==> config.mk <==
export PLATFORM = sky130hd
export DESIGN_NAME = debounce_pulse
export DESIGN_NICKNAME = d
export VERILOG_FILES = /design/src/rtl/debounce_pkg.sv /design/src/rtl/sync_2ff.sv /design/src/rtl/debounce_pulse.sv
export SDC_FILE = /design/constraint.sdc
export NUM_CORES = 1
export LEC_CHECK = 0
export ABC_AREA = 1
export CAP_MARGIN = 40
export CORE_UTILIZATION = 49
export CTS_CLUSTER_DIAMETER = 150
export CTS_CLUSTER_SIZE = 30
export DETAILED_ROUTE_END_ITERATION = 8
export HOLD_SLACK_MARGIN = 0.03
export PLACE_DENSITY = 0.78
export SYNTH_ARGS = -nofsm -noshare
export SYNTH_HDL_FRONTEND = slang
export SYNTH_SLANG_ARGS = --single-unit
==> constraint.sdc <==
create_clock -name clk -period 1.3 [get_ports clk]
set_input_delay 0.13 -clock clk [delete_from_list [all_inputs] [get_ports clk]]
set_output_delay 0.13 -clock clk [all_outputs]
set_load 0.01 [all_outputs]
==> src/rtl/debounce_pkg.sv <==
// debounce_pkg
//   Shared definitions for the button debounce block.
//   - state_t             : debounce FSM state encoding
//   - DEBOUNCE_CYCLES_DEF : default number of stable synchronized samples
//   - PRESS_CNT_W         : width of the accepted-press counter
package debounce_pkg;

  typedef enum logic [1:0] {
    IDLE      = 2'd0,
    WAIT_HIGH = 2'd1,
    PRESSED   = 2'd2,
    WAIT_LOW  = 2'd3
  } state_t;

  localparam int DEBOUNCE_CYCLES_DEF = 4;
  localparam int PRESS_CNT_W         = 8;

endpackage

==> src/rtl/sync_2ff.sv <==
// sync_2ff
//   Two-flop synchronizer for a single asynchronous level input.
//   Ports:
//     clk : sampling clock
//     rst : synchronous active-low reset, clears both flops
//     d   : asynchronous input
//     q   : synchronized output (second flop)
module sync_2ff (
  input  logic clk,
  input  logic rst,
  input  logic d,
  output logic q
);

  logic meta;

  always_ff @(posedge clk) begin
    if (!rst) begin
      meta <= 1'b0;
      q    <= 1'b0;
    end else begin
      meta <= d;
      q    <= meta;
    end
  end

endmodule

==> src/rtl/debounce_pulse.sv <==
// debounce_pulse
//   Debounces a raw mechanical button and produces a clean level plus
//   one-cycle edge pulses and a wrapping count of accepted presses.
//   Ports:
//     clk         : clock, all state changes on rising edge
//     rst         : synchronous active-low reset
//     btn_in      : raw asynchronous bouncing button level
//     level       : debounced level (registered)
//     rise_pulse  : one cycle on each accepted 0->1 (toggle enable downstream)
//     fall_pulse  : one cycle on each accepted 1->0
//     press_count : accepted presses, wraps 255 -> 0 (registered)
//
//   state     | meaning
//   ----------+-------------------------------------------
//   IDLE      | stable low
//   WAIT_HIGH | input high, counting stable high samples
//   PRESSED   | stable high
//   WAIT_LOW  | input low, counting stable low samples
module debounce_pulse
  import debounce_pkg::*;
#(
  parameter int DEBOUNCE_CYCLES = DEBOUNCE_CYCLES_DEF,
  parameter int CNT_WIDTH       = 16
) (
  input  logic                   clk,
  input  logic                   rst,
  input  logic                   btn_in,
  output logic                   level,
  output logic                   rise_pulse,
  output logic                   fall_pulse,
  output logic [PRESS_CNT_W-1:0] press_count
);

  // Terminal count: the sample that matches this count is the
  // DEBOUNCE_CYCLES+1-th consecutive stable one (entry sample + count).
  localparam logic [CNT_WIDTH-1:0] CNT_LAST = CNT_WIDTH'(DEBOUNCE_CYCLES - 1);

  logic                   btn_sync;
  state_t                 state;
  state_t                 state_nxt;
  logic [CNT_WIDTH-1:0]   cnt;
  logic [CNT_WIDTH-1:0]   cnt_nxt;
  logic                   level_nxt;
  logic                   rise_nxt;
  logic                   fall_nxt;
  logic [PRESS_CNT_W-1:0] press_nxt;

  sync_2ff u_sync (
    .clk (clk),
    .rst (rst),
    .d   (btn_in),
    .q   (btn_sync)
  );

  // State and output registers; outputs come straight from flops so there
  // is no combinational path from btn_in to any port.
  always_ff @(posedge clk) begin
    if (!rst) begin
      state       <= IDLE;
      cnt         <= '0;
      level       <= 1'b0;
      rise_pulse  <= 1'b0;
      fall_pulse  <= 1'b0;
      press_count <= '0;
    end else begin
      state       <= state_nxt;
      cnt         <= cnt_nxt;
      level       <= level_nxt;
      rise_pulse  <= rise_nxt;
      fall_pulse  <= fall_nxt;
      press_count <= press_nxt;
    end
  end

  // Next state and debounce counter.
  always_comb begin
    state_nxt = state;
    cnt_nxt   = cnt;
    case (state)
      IDLE: begin
        if (btn_sync) begin
          state_nxt = WAIT_HIGH;
          cnt_nxt   = '0;
        end
      end
      WAIT_HIGH: begin
        if (!btn_sync) begin
          state_nxt = IDLE;
          cnt_nxt   = '0;
        end else if (cnt == CNT_LAST) begin
          state_nxt = PRESSED;
          cnt_nxt   = '0;
        end else begin
          cnt_nxt = cnt + CNT_WIDTH'(1);
        end
      end
      PRESSED: begin
        if (!btn_sync) begin
          state_nxt = WAIT_LOW;
          cnt_nxt   = '0;
        end
      end
      WAIT_LOW: begin
        if (btn_sync) begin
          state_nxt = PRESSED;
          cnt_nxt   = '0;
        end else if (cnt == CNT_LAST) begin
          state_nxt = IDLE;
          cnt_nxt   = '0;
        end else begin
          cnt_nxt = cnt + CNT_WIDTH'(1);
        end
      end
      default: begin
        state_nxt = IDLE;
        cnt_nxt   = '0;
      end
    endcase
  end

  // Outputs are decoded from the accepting transitions only. A pulse always
  // lands the FSM in a stable state, which cannot accept on the following
  // cycle, so pulses can never be back-to-back or overlap.
  always_comb begin
    level_nxt = level;
    rise_nxt  = 1'b0;
    fall_nxt  = 1'b0;
    press_nxt = press_count;
    if (state == WAIT_HIGH && state_nxt == PRESSED) begin
      level_nxt = 1'b1;
      rise_nxt  = 1'b1;
      press_nxt = press_count + PRESS_CNT_W'(1);
    end
    if (state == WAIT_LOW && state_nxt == IDLE) begin
      level_nxt = 1'b0;
      fall_nxt  = 1'b1;
    end
  end

endmodule

# Word-level counts from Yosys, hierarchy flattened
# Cells that the tools add are included.
[classes]
reduce_logical = 6
n_addsub = 2
eq_ne = 7
n_mux = 15
bitwise_logic = 1
[op_table]
columns = ["cell", "n"]
rows = [
  ["$mux 16", 5],
  ["$pmux 16 s4", 1],
  ["$add 16x1->16 const B", 1],
  ["$eq 16x2->1 const B", 1],
  ["$mux 2", 6],
  ["$add 8x1->8 const B", 1],
  ["$pmux 2 s4", 1],
  ["$eq 2x2->1 const B", 3],
  ["$logic_not 2->1", 2],
  ["$eq 2x1->1 const B", 1],
  ["$logic_and 1x1->1", 2],
  ["$mux 1", 2],
  ["$ne 2x1->1 const B", 1],
  ["$ne 2x2->1 const B", 1],
  ["$reduce_and 2->1", 1],
  ["$reduce_or 2->1", 1],
  ["$not 1->1", 1],
]
[word_totals]
out_inout_bits = 11
register_bits = 31
wordCells = 39
in_bits = 3

# Longest topological paths before layout
[depth]
ltp_word = 7
ltp_mapped = 11
mapped_depth_nobuf = 10

# Cells and area by module
# Synthesis repeated with hierarchy kept, for this count alone.
[unflattened]
hier_cells = 244
area_unflattened_um2 = 1625.3
[by_module_without_submodules]
columns = ["mod", "seq_area_each_um2", "n_inst", "area_each_um2", "cells_per_inst"]
rows = [
  ["debounce_pulse", 580.6, 1, 1570.3, 238],
  ["sync_2ff", 40.0, 1, 55.1, 6],
]

# Worst setup path after synthesis
# Ideal clock, no wire load.
[synth_path]
path_kind = "flip-flop to flip-flop"
start = "register cnt[0]"
end = "register press_count[7]"
stages_incl_launch_ff = 12
synth_period_minus_slack_ns = 1.390
setup_slack_ns = -0.090
path_buffers = 1
setup_ns = 0.115
required_time_ns = 1.185
t_arrival_ns = 1.275
cell_sequence = "dfxtp_1 > ha_1 > inv_1 > nor2_1 > nand2_1 > nor2_2 > nand3_2 > nor2_4 > buf_6 > nand3_1 > nand2_1 > nor2_1"
[synth_via]
elab_chain_cells = 6
elab_cells_between_ends = 8
classes_between = "2 x eq/ne; 5 x mux; 1 x reduce/logical"
[synth_lines]
columns = ["item", "line", "source"]
rows = [
  ["start: declaration", "debounce_pulse.sv:41", "logic [CNT_WIDTH-1:0] cnt;"],
  ["start signal: assignment", "debounce_pulse.sv:67", "cnt <= cnt_nxt;"],
  ["$eq 16x2->1 *", "debounce_pulse.sv:90, debounce_pulse.sv:107", ""],
  ["$mux 2 (on tied branches)", "debounce_pulse.sv:107, debounce_pulse.sv:90", ""],
  ["$mux 2 (on tied branches)", "debounce_pulse.sv:104, debounce_pulse.sv:87", ""],
  ["$pmux 2 s4 *", "debounce_pulse.sv:79", "case (state)"],
  ["$eq 2x2->1 *", "debounce_pulse.sv:129", "if (state == WAIT_HIGH && state_nxt == PRESSED) begin"],
  ["$logic_and 1x1->1 *", "debounce_pulse.sv:129", ""],
  ["end signal: assignment", "debounce_pulse.sv:71", "press_count <= press_nxt;"],
  ["end: declaration", "debounce_pulse.sv:31", "output logic [PRESS_CNT_W-1:0] press_count"],
]
# Mark *: on every way between the ends. The rest lies on a longest branch, timed or not.
# A chain may end at the register's enable or synchronous reset.

# Worst setup path after layout
[layout_path]
start = "register cnt[1]"
end = "register press_count[4]"
# The elaborated chain is that of the path after synthesis.

==> run_results.csv <==
group,metric,value,unit
run_status,status,"finished, violations left",
run_status,violations,"setup timing",
die,dieArea,3410,um2
routing,drt_pre_antenna_iters,4,
synth,synth_most_common_cell,"nand2_1",
die,dieHeight,58.4,um
clocking,hold_buffers,0,
synth,netlist.area_leader.share,0.398,
timing,rsz0062_at_grt,"yes",
power_and_ir_drop,p_leak,0.903,nW
synth,synth_area,1560,um2
synth,synth_edf_count,0,
synth,syn_avg_cell_area,6.61,um2
die,rows,20,
routing,vias_per_cell,5.09,
critical_path,reg2reg_to,"press_count[4]$_SDFFE_PN0P_",
timing,min_period,1.43,ns
critical_path,cp.required,1.53,ns
global_route,grt_util_met1,0.310,
routing,route.vias.total,1665,
synth,ys_seq_area_frac,0.398,
global_route,grt_usage,0.237,
timing,slew_viol_final,0,
timing,holdWs,0.315,ns
clocking,cts.clk_slew.worst_paths,0.10,ns
synth,async_flop_share,0,
critical_path,crit_start,"cnt[1]$_SDFFE_PN0P_",
timing,setup_viol,24,
synth,synth_ff_type,"dfxtp_1",
power_and_ir_drop,seq_power_share,0.561,
die,die_x,58.4,um
finish,fillers,232,
synth,synth_seq_cells,31,
synth,synthCells,236,
finish,drive_gt1_frac,0.307,
routing,routed_wirelength,3950,um
global_route,grt_pass1_wl,6080,um
global_route,grt_overflow_total,0,
critical_path,startpoint_type,"flop",
clocking,cts_tree,"done",
timing,final.setup.tns,-1.29,ns
power_and_ir_drop,combPwrFrac,0.053,
clocking,clk_path_buf_depth,2,
min_path,min_path_cells,3,
power_and_ir_drop,peakVddDrop,0.523,mV
power_and_ir_drop,clkPwrFrac,0.386,
synth,yosys_warnings,0,
synth,yosys.area.top_type,"dfxtp_1",
finish,finalNetCount,287,
critical_path,cp-end-kind,"flop",
routing,antenna_left,0,
clocking,cts.sinks,31,
timing,timing.fmax,0.701,GHz
critical_path,cp.arrival,1.66,ns
routing,drtIter0Drc,81,
power_and_ir_drop,switchingPower,0.398,mW
die,io_pins,14,
die,start_util,0.515,
power_and_ir_drop,power_per_cell_area,789,nW/um2
critical_path,rr_worst_depth,10,
clocking,h-tree-depth,2,
global_route,grt_pass1_vias,1424,
min_path,hp-start,"btn_in",
run,cap_violations,0,
synth,synthDistinctLibCells,25,
placement,place_area,1920,um2
global_route,use_met2,0.376,
global_route,grt_util_met3,0.0615,
finish,antennaDiodeCount,0,
power_and_ir_drop,internal_power,1.31,mW
global_route,grt_max_degree,15,
placement,dp_hpwl,2580,um
timing,final.period_utilization,1.10,
power_and_ir_drop,total_power,1.70,mW
placement,dp_slack,-0.168,ns
synth,synth_top_cells_by_count,"62 x nand2_1, 47 x nor2_1, 31 x dfxtp_1, 21 x inv_1",
critical_path,worstReg2RegStart,"cnt[1]$_SDFFE_PN0P_",
global_route,antenna_found_initial,0,
timing,hold_viol,0,
die,core,3030,um2
timing,setup_slack,-0.127,ns
timing,relSlewSlack,0.828,
timing,tightestPinTransition,0.257,ns
routing,wl_per_cell,12.1,um
power_and_ir_drop,switching_share,0.234,
clocking,clock_latency,0.33,ns
routing,drcViolationCount,0,
finish,stdcell_area,2160,um2
min_path,hp-class,"primary input to flop",
critical_path,path_class,"flop to flop",
synth,synth_nets,241,
clocking,ctsRootBufferMaster,"clkbuf_4",
placement,portBuffers,13,
clocking,cts_buffers,5,
timing,fin_worst_skew,0.00927,ns
finish,areaGrowthSynthToFinish,38.4,%
min_path,worst_hold_path.endpoint,"u_sync.meta$_SDFF_PN0_",
critical_path,path_max_fanout,6,
synth,synthTopCellsByArea,"dfxtp_1 40%, nand2_1 15%, nor2_1 11%, a21oi_1 6.1%, nand3_1 6.1%",
critical_path,rrSetupSlack,-0.13,ns
global_route,grt_busiest_layer,"met2",
placement,gp_routability_congestion,0.811,
## registers in the layout (all words and copies together), names as in the netlist
register and cells:
u_sync.q 1, cnt 16, press_count 8, state 2
level 1, u_sync.meta 1, rise_pulse 1, fall_pulse 1
## power by group through the flow
stage                     Clock [mW]  Sequential [mW]  Combinational (mW)
final                          0.657            0.956              0.0898
after global routing           0.712            0.957              0.0973
after CTS                      0.662            0.956              0.0809
after detailed placement           0            0.977              0.0766
after global placement             0            0.977              0.0759
after floorplan                    0            0.977              0.0467
## layout make-up
| cell class | count | area, um2 | area share |
|---|---|---|---|
| repair buffers | 41 | 339 | 0.157 |
| inverters | 23 | 92.6 | 0.0429 |
| multi-input cells | 180 | 966 | 0.448 |
| clock buffers | 8 | 68.8 | 0.0319 |
| well taps | 44 | 55.1 | 0.0255 |
| flip-flops and latches | 31 | 636 | 0.295 |
## placed cells by master, fill, tap and decap left out, types with 3 or more instances in the layout
| master | netlist | routed |
|---|---|---|
| nor2_1 | 47 | 37 |
| nand3_1 | 19 | 18 |
| nand2_2 | 0 | 5 |
| nand4_1 | 5 | 5 |
| nand2_1 | 62 | 55 |
| nor2_4 | 2 | 6 |
| nand2_4 | 1 | 3 |
| buf_4 | 0 | 27 |
| dfxtp_1 | 31 | 19 |
| dfxtp_2 | 0 | 12 |
| o21ai_1 | 2 | 3 |
| o21ai_0 | 6 | 4 |
| inv_1 | 21 | 18 |
| clkbuf_4 | 0 | 5 |
| a21oi_1 | 19 | 14 |
| dlygate4sd2_1 | 0 | 11 |
| a21oi_2 | 1 | 6 |
| nor2_2 | 4 | 11 |
## what timing repair did
item                                    in CTS  in global routing
gates cloned                                 1                  0
endpoints found under the setup margin      31                 28
buffers inserted                             2                  3
pin swaps                                    5                  6
resized for setup                           33                 26
## cells by family after synthesis
logic type | Yosys count | synth area share
simple gates | 143 | 0.394
xor+xnor | 3 | 0.0169
flops | 31 | 0.398
compound gates | 31 | 0.107
fa+ha+maj | 2 | 0.0160
buf+inv | 26 | 0.0682
## routing by layer
| metal | up-vias | routed length, um |
|---|---|---|
| met5 | - | 0 |
| met4 | 0 | 40 |
| met3 | 8 | 216 |
| met2 | 52 | 1900 |
| met1 | 757 | 1790 |
| li1 | 848 | - |
## worst max path at each step
| stage | endpoint | cells after the start |
|---|---|---|
| floorplan | press_count[7]$_SDFFE_PN0P_ | 11 |
| detailed placement | press_count[4]$_SDFFE_PN0P_ | 10 |
| global placement | press_count[3]$_SDFFE_PN0P_ | 10 |
| finish | press_count[4]$_SDFFE_PN0P_ | 10 |
| CTS | press_count[4]$_SDFFE_PN0P_ | 10 |
| global route | press_count[3]$_SDFFE_PN0P_ | 10 |
## through the flow
step / util / cells
4_1_cts: 0.679 / 324
3_3_place_gp: 0.636 / 313
6_report: 0.712 / 327
5_1_grt: 0.712 / 327
3_5_place_dp: 0.636 / 313
2_1_floorplan: - / 236
## critical path, stage by stage (launching register included)
cell and delay (ns):
dfxtp_2 0.37, ha_4 0.16, inv_2 0.03, nor2_1 0.07, nand2_1 0.06, nor2_2 0.12, nand3_4 0.12, nor2_4 0.19
nand3_1 0.09, nand2_1 0.07, nor2_1 0.04
Power figures use the tool's default switching activity.
